[config.mk]
export PLATFORM = sky130hd
export DESIGN_NAME = gcd_core
export DESIGN_NICKNAME = d
export VERILOG_FILES = /design/src/rtl/gcd_core.sv
export SDC_FILE = /design/constraint.sdc
export NUM_CORES = 1
export LEC_CHECK = 0
export ABC_AREA = 1
export CAP_MARGIN = 20
export CORE_AREA = 8 8 99 101
export CTS_CLUSTER_DIAMETER = 200
export DETAILED_ROUTE_END_ITERATION = 6
export DIE_AREA = 0 0 107 109
export PLACE_DENSITY = 0.8
export SETUP_SLACK_MARGIN = 0.05
export SYNTH_ARGS = -nofsm -noshare
export SYNTH_HDL_FRONTEND = slang
export SYNTH_SLANG_ARGS = --single-unit
[constraint.sdc]
create_clock -name lcdclk -period 2.6 [get_ports lcdclk]
set_input_delay 0.78 -clock lcdclk [delete_from_list [all_inputs] [get_ports lcdclk]]
set_output_delay 0.78 -clock lcdclk [all_outputs]
set_load 0.005 [all_outputs]
[src/rtl/gcd_core.sv]
// Iterative subtract-and-swap Euclid GCD engine. It latches both operands on start,
// iterates to gcd(a,b), then pulses done with the result and the subtraction count.
module gcd_core #(
    parameter int WIDTH = 12
) (
    input  logic             lcdclk,
    input  logic             reset,
    input  logic             start,
    input  logic [WIDTH-1:0] a_in,
    input  logic [WIDTH-1:0] b_in,
    output logic             busy,
    output logic             done,
    output logic [WIDTH-1:0] result,
    output logic [WIDTH:0]   iter_cnt,
    output logic             zero_err
);

    typedef enum logic [1:0] {
        IDLE = 2'b00,
        CALC = 2'b01,
        DONE = 2'b10
    } state_e;

    localparam logic [WIDTH:0] CNT_ONE = {{WIDTH{1'b0}}, 1'b1};

    state_e           state_q, state_d;
    logic [WIDTH-1:0] a_q, a_d;
    logic [WIDTH-1:0] b_q, b_d;
    logic [WIDTH:0]   cnt_q, cnt_d;
    logic [WIDTH-1:0] result_q, result_d;
    logic [WIDTH:0]   iter_q, iter_d;
    logic             zerr_q, zerr_d;

    logic a_zero, b_zero;
    assign a_zero = (a_q == '0);
    assign b_zero = (b_q == '0);

    always_ff @(posedge lcdclk) begin
        if (reset) begin
            state_q  <= IDLE;
            a_q      <= '0;
            b_q      <= '0;
            cnt_q    <= '0;
            result_q <= '0;
            iter_q   <= '0;
            zerr_q   <= 1'b0;
        end else begin
            state_q  <= state_d;
            a_q      <= a_d;
            b_q      <= b_d;
            cnt_q    <= cnt_d;
            result_q <= result_d;
            iter_q   <= iter_d;
            zerr_q   <= zerr_d;
        end
    end

    always_comb begin
        state_d  = IDLE;
        a_d      = a_q;
        b_d      = b_q;
        cnt_d    = cnt_q;
        result_d = result_q;
        iter_d   = iter_q;
        zerr_d   = zerr_q;
        busy     = 1'b0;
        done     = 1'b0;
        case (state_q)
            IDLE: begin
                state_d = IDLE;
                if (start) begin
                    a_d     = a_in;
                    b_d     = b_in;
                    cnt_d   = '0;
                    state_d = CALC;
                end
            end
            CALC: begin
                busy    = 1'b1;
                state_d = CALC;
                // One rule per cycle; subtraction always larger-minus-smaller, so no borrow.
                if (a_zero || b_zero) begin
                    result_d = a_q | b_q;
                    zerr_d   = a_zero && b_zero;
                    iter_d   = cnt_q;
                    state_d  = DONE;
                end else if (a_q == b_q) begin
                    result_d = a_q;
                    zerr_d   = 1'b0;
                    iter_d   = cnt_q;
                    state_d  = DONE;
                end else if (a_q > b_q) begin
                    a_d   = a_q - b_q;
                    cnt_d = cnt_q + CNT_ONE;
                end else begin
                    b_d   = b_q - a_q;
                    cnt_d = cnt_q + CNT_ONE;
                end
            end
            DONE: begin
                done    = 1'b1;
                state_d = IDLE;
            end
            default: state_d = IDLE;
        endcase
    end

    assign result   = result_q;
    assign iter_cnt = iter_q;
    assign zero_err = zerr_q;

endmodule

== Word-level counts from Yosys, hierarchy flattened ==
Index checks and enable logic that the tools add are counted.
W data, S select, Z words.

* Bits in registers: 65
* Bits in latches: 0
* RAM bits: 0
* Memory bits (read-only): 0
* Input bits: 27
* Output and inout port bits: 28
* Word-level logic and storage cells: 57
* Memories kept: 0

* Add/sub/neg operators: 3
* $mul: 0
* Divide/modulo/power cells: 0
* Magnitude comparators: 1
* Equal/unequal tests: 8
* Shift operators: 0
* Multiplexer cells: 26
* Bitwise operators: 1
* Reductions and logical operators: 11

{| class="wikitable"
|+ Operators with widths
! operator !! number
|-
| $mux W12 || 10
|-
| $mux W13 || 5
|-
| $pmux W12 S2 || 2
|-
| $pmux W13 S2 || 1
|-
| $logic_not A12 Y1 || 2
|-
| $sub A12 B12 Y12 || 2
|-
| $add A13 B1 Y13 const B || 1
|-
| $eq A12 B12 Y1 || 1
|-
| $gt A12 B12 Y1 || 1
|-
| $or A12 B12 Y12 || 1
|-
| $ne A2 B2 Y1 const B || 5
|-
| $reduce_and A5 Y1 || 2
|-
| $mux W1 || 5
|-
| $mux W2 || 2
|-
| $pmux W2 S2 || 1
|-
| $reduce_and A4 Y1 || 1
|-
| $reduce_bool A2 Y1 || 2
|-
| $eq A2 B1 Y1 const B || 1
|-
| $eq A2 B2 Y1 const B || 1
|-
| $logic_not A2 Y1 || 1
|-
| $reduce_and A2 Y1 || 1
|-
| $logic_and A1 B1 Y1 || 1
|-
| $logic_or A1 B1 Y1 || 1
|}

== Longest topological paths before layout ==
* Depth in word-level cells: 5
* Mapped depth: 15
* Mapped depth without buffers: 15

== Worst setup path before layout ==
Ideal clock, no wire load.

* Path type: register to register
* Start point: register a_q[0]
* End point: register a_q[10]
* Library setup time: 0.068 ns
* Data arrival time: 1.892 ns
* Required time: 2.532 ns
* Setup slack: 0.639 ns
* Cell stages (with the launch flop): 14
* Buffers on the path: 1
* Period minus slack after synthesis: 1.961 ns
* Cells stage by stage: dfxtp_1 -> inv_1 -> ha_1 -> fa_1 -> inv_1 -> nand2_1 -> nand3_2 -> nand2_1 -> nand3_2 -> nand2_2 -> a21oi_4 -> buf_6 -> nand2_2 -> a21oi_2

* Cells in the longest elaborated chain, start to end: 5
* Elaborated cells on any way between the ends: 13
* Those cells by class: add/sub: 1; order compare: 1; eq/ne: 4; mux: 4; reduce/logical: 3

{| class="wikitable"
|+ RTL lines
! element !! RTL line !! source
|-
| start, declared || 27 || <nowiki>logic [WIDTH-1:0] a_q, a_d;</nowiki>
|-
| start signal, assigned || 41 || <nowiki>a_q <= '0;</nowiki>
|-
| start signal, assigned || 49 || <nowiki>a_q <= a_d;</nowiki>
|-
| $sub A12 B12 Y12 || 93 || <nowiki>a_d = a_q - b_q;</nowiki>
|-
| $mux W12 || 92 || <nowiki>end else if (a_q > b_q) begin</nowiki>
|-
| $mux W12 || 87 || <nowiki>end else if (a_q == b_q) begin</nowiki>
|-
| $mux W12 || 82 || <nowiki>if (a_zero || b_zero) begin</nowiki>
|-
| $pmux W12 S2 || 68 || <nowiki>case (state_q)</nowiki>
|}

Several ways; a longest one is shown, not always the timed one. The select of a mux whose other input is x is not followed.
A chain may end at the register's enable or synchronous reset.

== Worst setup path after layout ==
* Start point: register a_q[2]
* End point: register iter_q[1], in the netlist iter_cnt[1]

* Cells in the longest elaborated chain, start to end: 4
* Elaborated cells on any way between the ends: 6
* Those cells by class: eq/ne: 1; mux: 1; reduce/logical: 4

{| class="wikitable"
|+ RTL lines
! element !! RTL line !! source
|-
| $logic_not A12 Y1 || 35 || <nowiki>assign a_zero = (a_q == '0);</nowiki>
|-
| $logic_or A1 B1 Y1 || 82 ||
|-
| $reduce_bool A2 Y1 (no source line) || -- ||
|-
| $reduce_and A2 Y1 (no source line) || -- ||
|-
| end signal, assigned || 53 || <nowiki>iter_q <= iter_d;</nowiki>
|-
| end, declared || 31 || <nowiki>logic [WIDTH:0] iter_q, iter_d;</nowiki>
|}

Several ways; a longest one is shown, not always the timed one.

==> impl_metrics.ini <==
[timing]
slew_viol_final = 0
tns_ps = 0
fin_ws_ps = 232.7
max_slew_margin = 0.5702
clock_skew_ps = 14.21
finalSetupViolations = 0
finalHoldViolations = 0
tightest_slew_ps = 643.7
fin_crit_ps = 2367
fin_hold_ws_ps = 473.1
fmax_ghz = 0.4224
rsz0062_at_grt = false
fin_crit_sh = 0.9105

[synth]
synth-seq-cells = 65
synth_top_family_by_area = simple AND/OR/NAND/NOR gates
synth_cell_type_count = 36
synth_simple_gate_area_share = 0.3537
yosys.area_share.xor_xnor = 0.007629
synth_fa_ha_area_frac = 0.1068
synth.avg_cell_area_sq_um = 6.458
synth_mux_area_frac = 0
syn-num-nets = 776
synth_compound_area_frac = 0.1515
synth_area_sq_mm = 0.004592
yosys_warnings = 0
synthCells = 711
ys_seq_area_frac = 0.2834

[floorplan]
die_x_um = 107
die_area_sq_mm = 0.01166
io_pins = 55
die_height_um = 109
fp-row-count = 34
start_util = 0.5479
design.core.area_sq_mm = 0.008381

[global_route]
grt_usage = 0.2365
grt_pass1_wl_mm = 22.11
grt_pass1_vias = 4701
grt_overflow_total = 0
antenna_found_initial = 0
grt_max_degree = 45

[place]
dp_slack_ps = 160.2
place_hpwl_mm = 10.13
placement.io_buffers = 54
placed_area_sq_mm = 0.005210
place.gp.congestion = 0.9854
placed_cells = 859

[routing]
initialDrtViolationCount = 336
first_pass_iters = 5
drc = 0
ant_nets = 0
vias = 4798
finalWirelength_mm = 13.55
post_drt_wl_per_cell_um = 15.47
routed_via_density = 5.477

[critical_path]
critPathSlowestCell = dfxtp_1
reg2reg_from = a_q[2]
path_class = reg -> reg
crit_required_ps = 2840
arrival_ps = 2610
crit_chain = inv_1, ha_1, nor2_2, nand2_1, nor2_2, nand2_2, nand3_4, nand2_4, buf_4, o21ai_0, nor2_1
crit_fanout = 14
cp-start-kind = flip-flop
ff2ff_setup_slack_ps = 230
end_kind = flip-flop
r2r_cells = 11
cp_common_cell = nor2_2
worst_path_largest_cell_delay_ps = 410
rr_endpoint = iter_cnt[1]

[layout]
final-seq-area_sq_mm = 0.001301
fillers = 802
antenna_cells = 0
layout.cells.non_filler = 876
area_growth_syn_to_layout_pct = 18.69
multi_input_area_sq_mm = 0.002848
finalInstanceArea_sq_mm = 0.005450
final_nets = 828
drive_gt1_frac = 0.09896
fin_util = 0.6503

[clocking]
cts.sinks = 65
post_cts_buffers = 0
htree_levels = 3
cts_tree = yes
ctsResizeCount = 0
ctsHoldBuffers = 0
path_clk_slew_ps = 90
clockBufferDepth = 2
cts-buffers-inserted = 9
root_buffer = clkbuf_8
insertion_delay_ps = 350

[worst_hold_path]
min_path_cells = 2
min_to = iter_cnt[0]
min_path_type = reg -> reg
hold_start = iter_cnt[0]

[pwr]
leakage_nw = 2.453
p_total_mw = 7.652
ir_drop_v = 0.0006400
power-per-cell-area_mw_per_mm2 = 1404

[run]
max-cap-violations = 0

[status]
status = finished, final reports clean
-- worst max path at each step --
stage	startpoint	endpoint	slack [ps]	cells after the start
floorplan	a_q[0]	a_q[10]	640	13
global placement	start	a_q[3]	220	8
detailed placement	start	a_q[7]	160	7
CTS	a_q[0]	a_q[7]	190	12
global route	a_q[2]	iter_cnt[1]	60	11
finish	a_q[2]	iter_cnt[1]	230	11
-- cells in the mapped netlist --
master / n / share of area
a21o_2: 1 / 0.0019
a21oi_1: 44 / 0.048
a21oi_2: 9 / 0.017
a21oi_4: 2 / 0.0071
a22o_1: 2 / 0.0038
a31oi_1: 1 / 0.0014
buf_2: 4 / 0.0044
buf_4: 2 / 0.0033
buf_6: 6 / 0.015
clkbuf_1: 12 / 0.0098
clkinv_2: 1 / 0.0011
dfxtp_1: 65 / 0.28
fa_1: 2 / 0.0087
ha_1: 36 / 0.098
inv_1: 71 / 0.058
inv_2: 7 / 0.0057
nand2_1: 163 / 0.13
nand2_2: 18 / 0.025
nand2_4: 1 / 0.0025
nand3_1: 41 / 0.045
nand3_2: 2 / 0.0044
nand3_4: 1 / 0.0038
nand4_1: 4 / 0.0054
nor2_1: 122 / 0.10
nor2_2: 4 / 0.0054
nor2_4: 1 / 0.0025
nor3_1: 19 / 0.021
nor3_2: 1 / 0.0022
nor3b_1: 2 / 0.0033
nor4_1: 1 / 0.0014
o21ai_0: 49 / 0.053
o21ai_1: 8 / 0.0087
o21ai_4: 1 / 0.0035
o21bai_1: 3 / 0.0049
o31ai_1: 1 / 0.0016
xor2_1: 4 / 0.0076
-- cells in the final DEF (no fill, tap or decap), drive strengths merged --
cell type	Yosys	layout
nand2	182	182
nor2	127	127
inv	78	78
dfxtp	65	65
o21ai	58	58
a21oi	55	55
clkdlybuf4s50	0	54
nand3	44	44
ha	36	36
nor3	20	20
buf	12	11
clkbuf	12	10
nand4	4	4
xor2	4	4
o21bai	3	3
clkinv	1	3
a22o	2	2
nor3b	2	2
fa	2	2
bufinv	0	2
clkinvlp	0	2
a31oi	1	1
nor4	1	1
o31ai	1	1
a21o	1	1
-- sequential cells by signal (all words and copies together) (netlist names) --
signal and count:
result 12, state_q 2, a_q 12, b_q 12, cnt_q 13, iter_cnt 13, zero_err 1
-- power by group --
group          switching [mW]  leakage [nW]  internal, mW
combinational            3.34          1.82          1.76
sequential              0.262         0.531          1.29
clock                   0.451         0.103         0.544
total                    4.06          2.45          3.60
-- layer usage --
metal  vias to the layer above  part of all wire  global-route usage
met5                         -                 0                   0
met4                         0             0.033              0.1106
met3                        32             0.065             0.04433
met2                       174              0.49              0.4254
met1                      2217              0.42              0.2651
li1                       2375                 -                   -
-- cell type report --
| type | instances | area share |
|---|---|---|
| clock buffers | 10 | 0.02342 |
| multi-input cells | 543 | 0.5225 |
| clock inverters | 6 | 0.01699 |
| flip-flops and latches | 65 | 0.2388 |
| inverters | 79 | 0.05464 |
| repair buffers | 65 | 0.1189 |
| well taps | 108 | 0.02479 |
-- worst max-delay path: cells and delay by family (launching register included) --
| family | cells | cell delay, ps |
|---|---|---|
| AND/OR/NAND/NOR | 7 | 940 |
| flip-flops | 1 | 410 |
| adder cells (fa/ha/maj) | 1 | 390 |
| buffers and inverters | 2 | 330 |
| AO/OA/AOI/OAI | 1 | 180 |
-- logic make-up after synthesis --
kind of cell             Yosys count
flip-flops                        65
adder cells (fa/ha/maj)           38
XOR/XNOR                           4
AO/OA/AOI/OAI                    121
AND/OR/NAND/NOR                  380
buffers and inverters            103
Note: power is estimated with default switching activity, not from simulation.
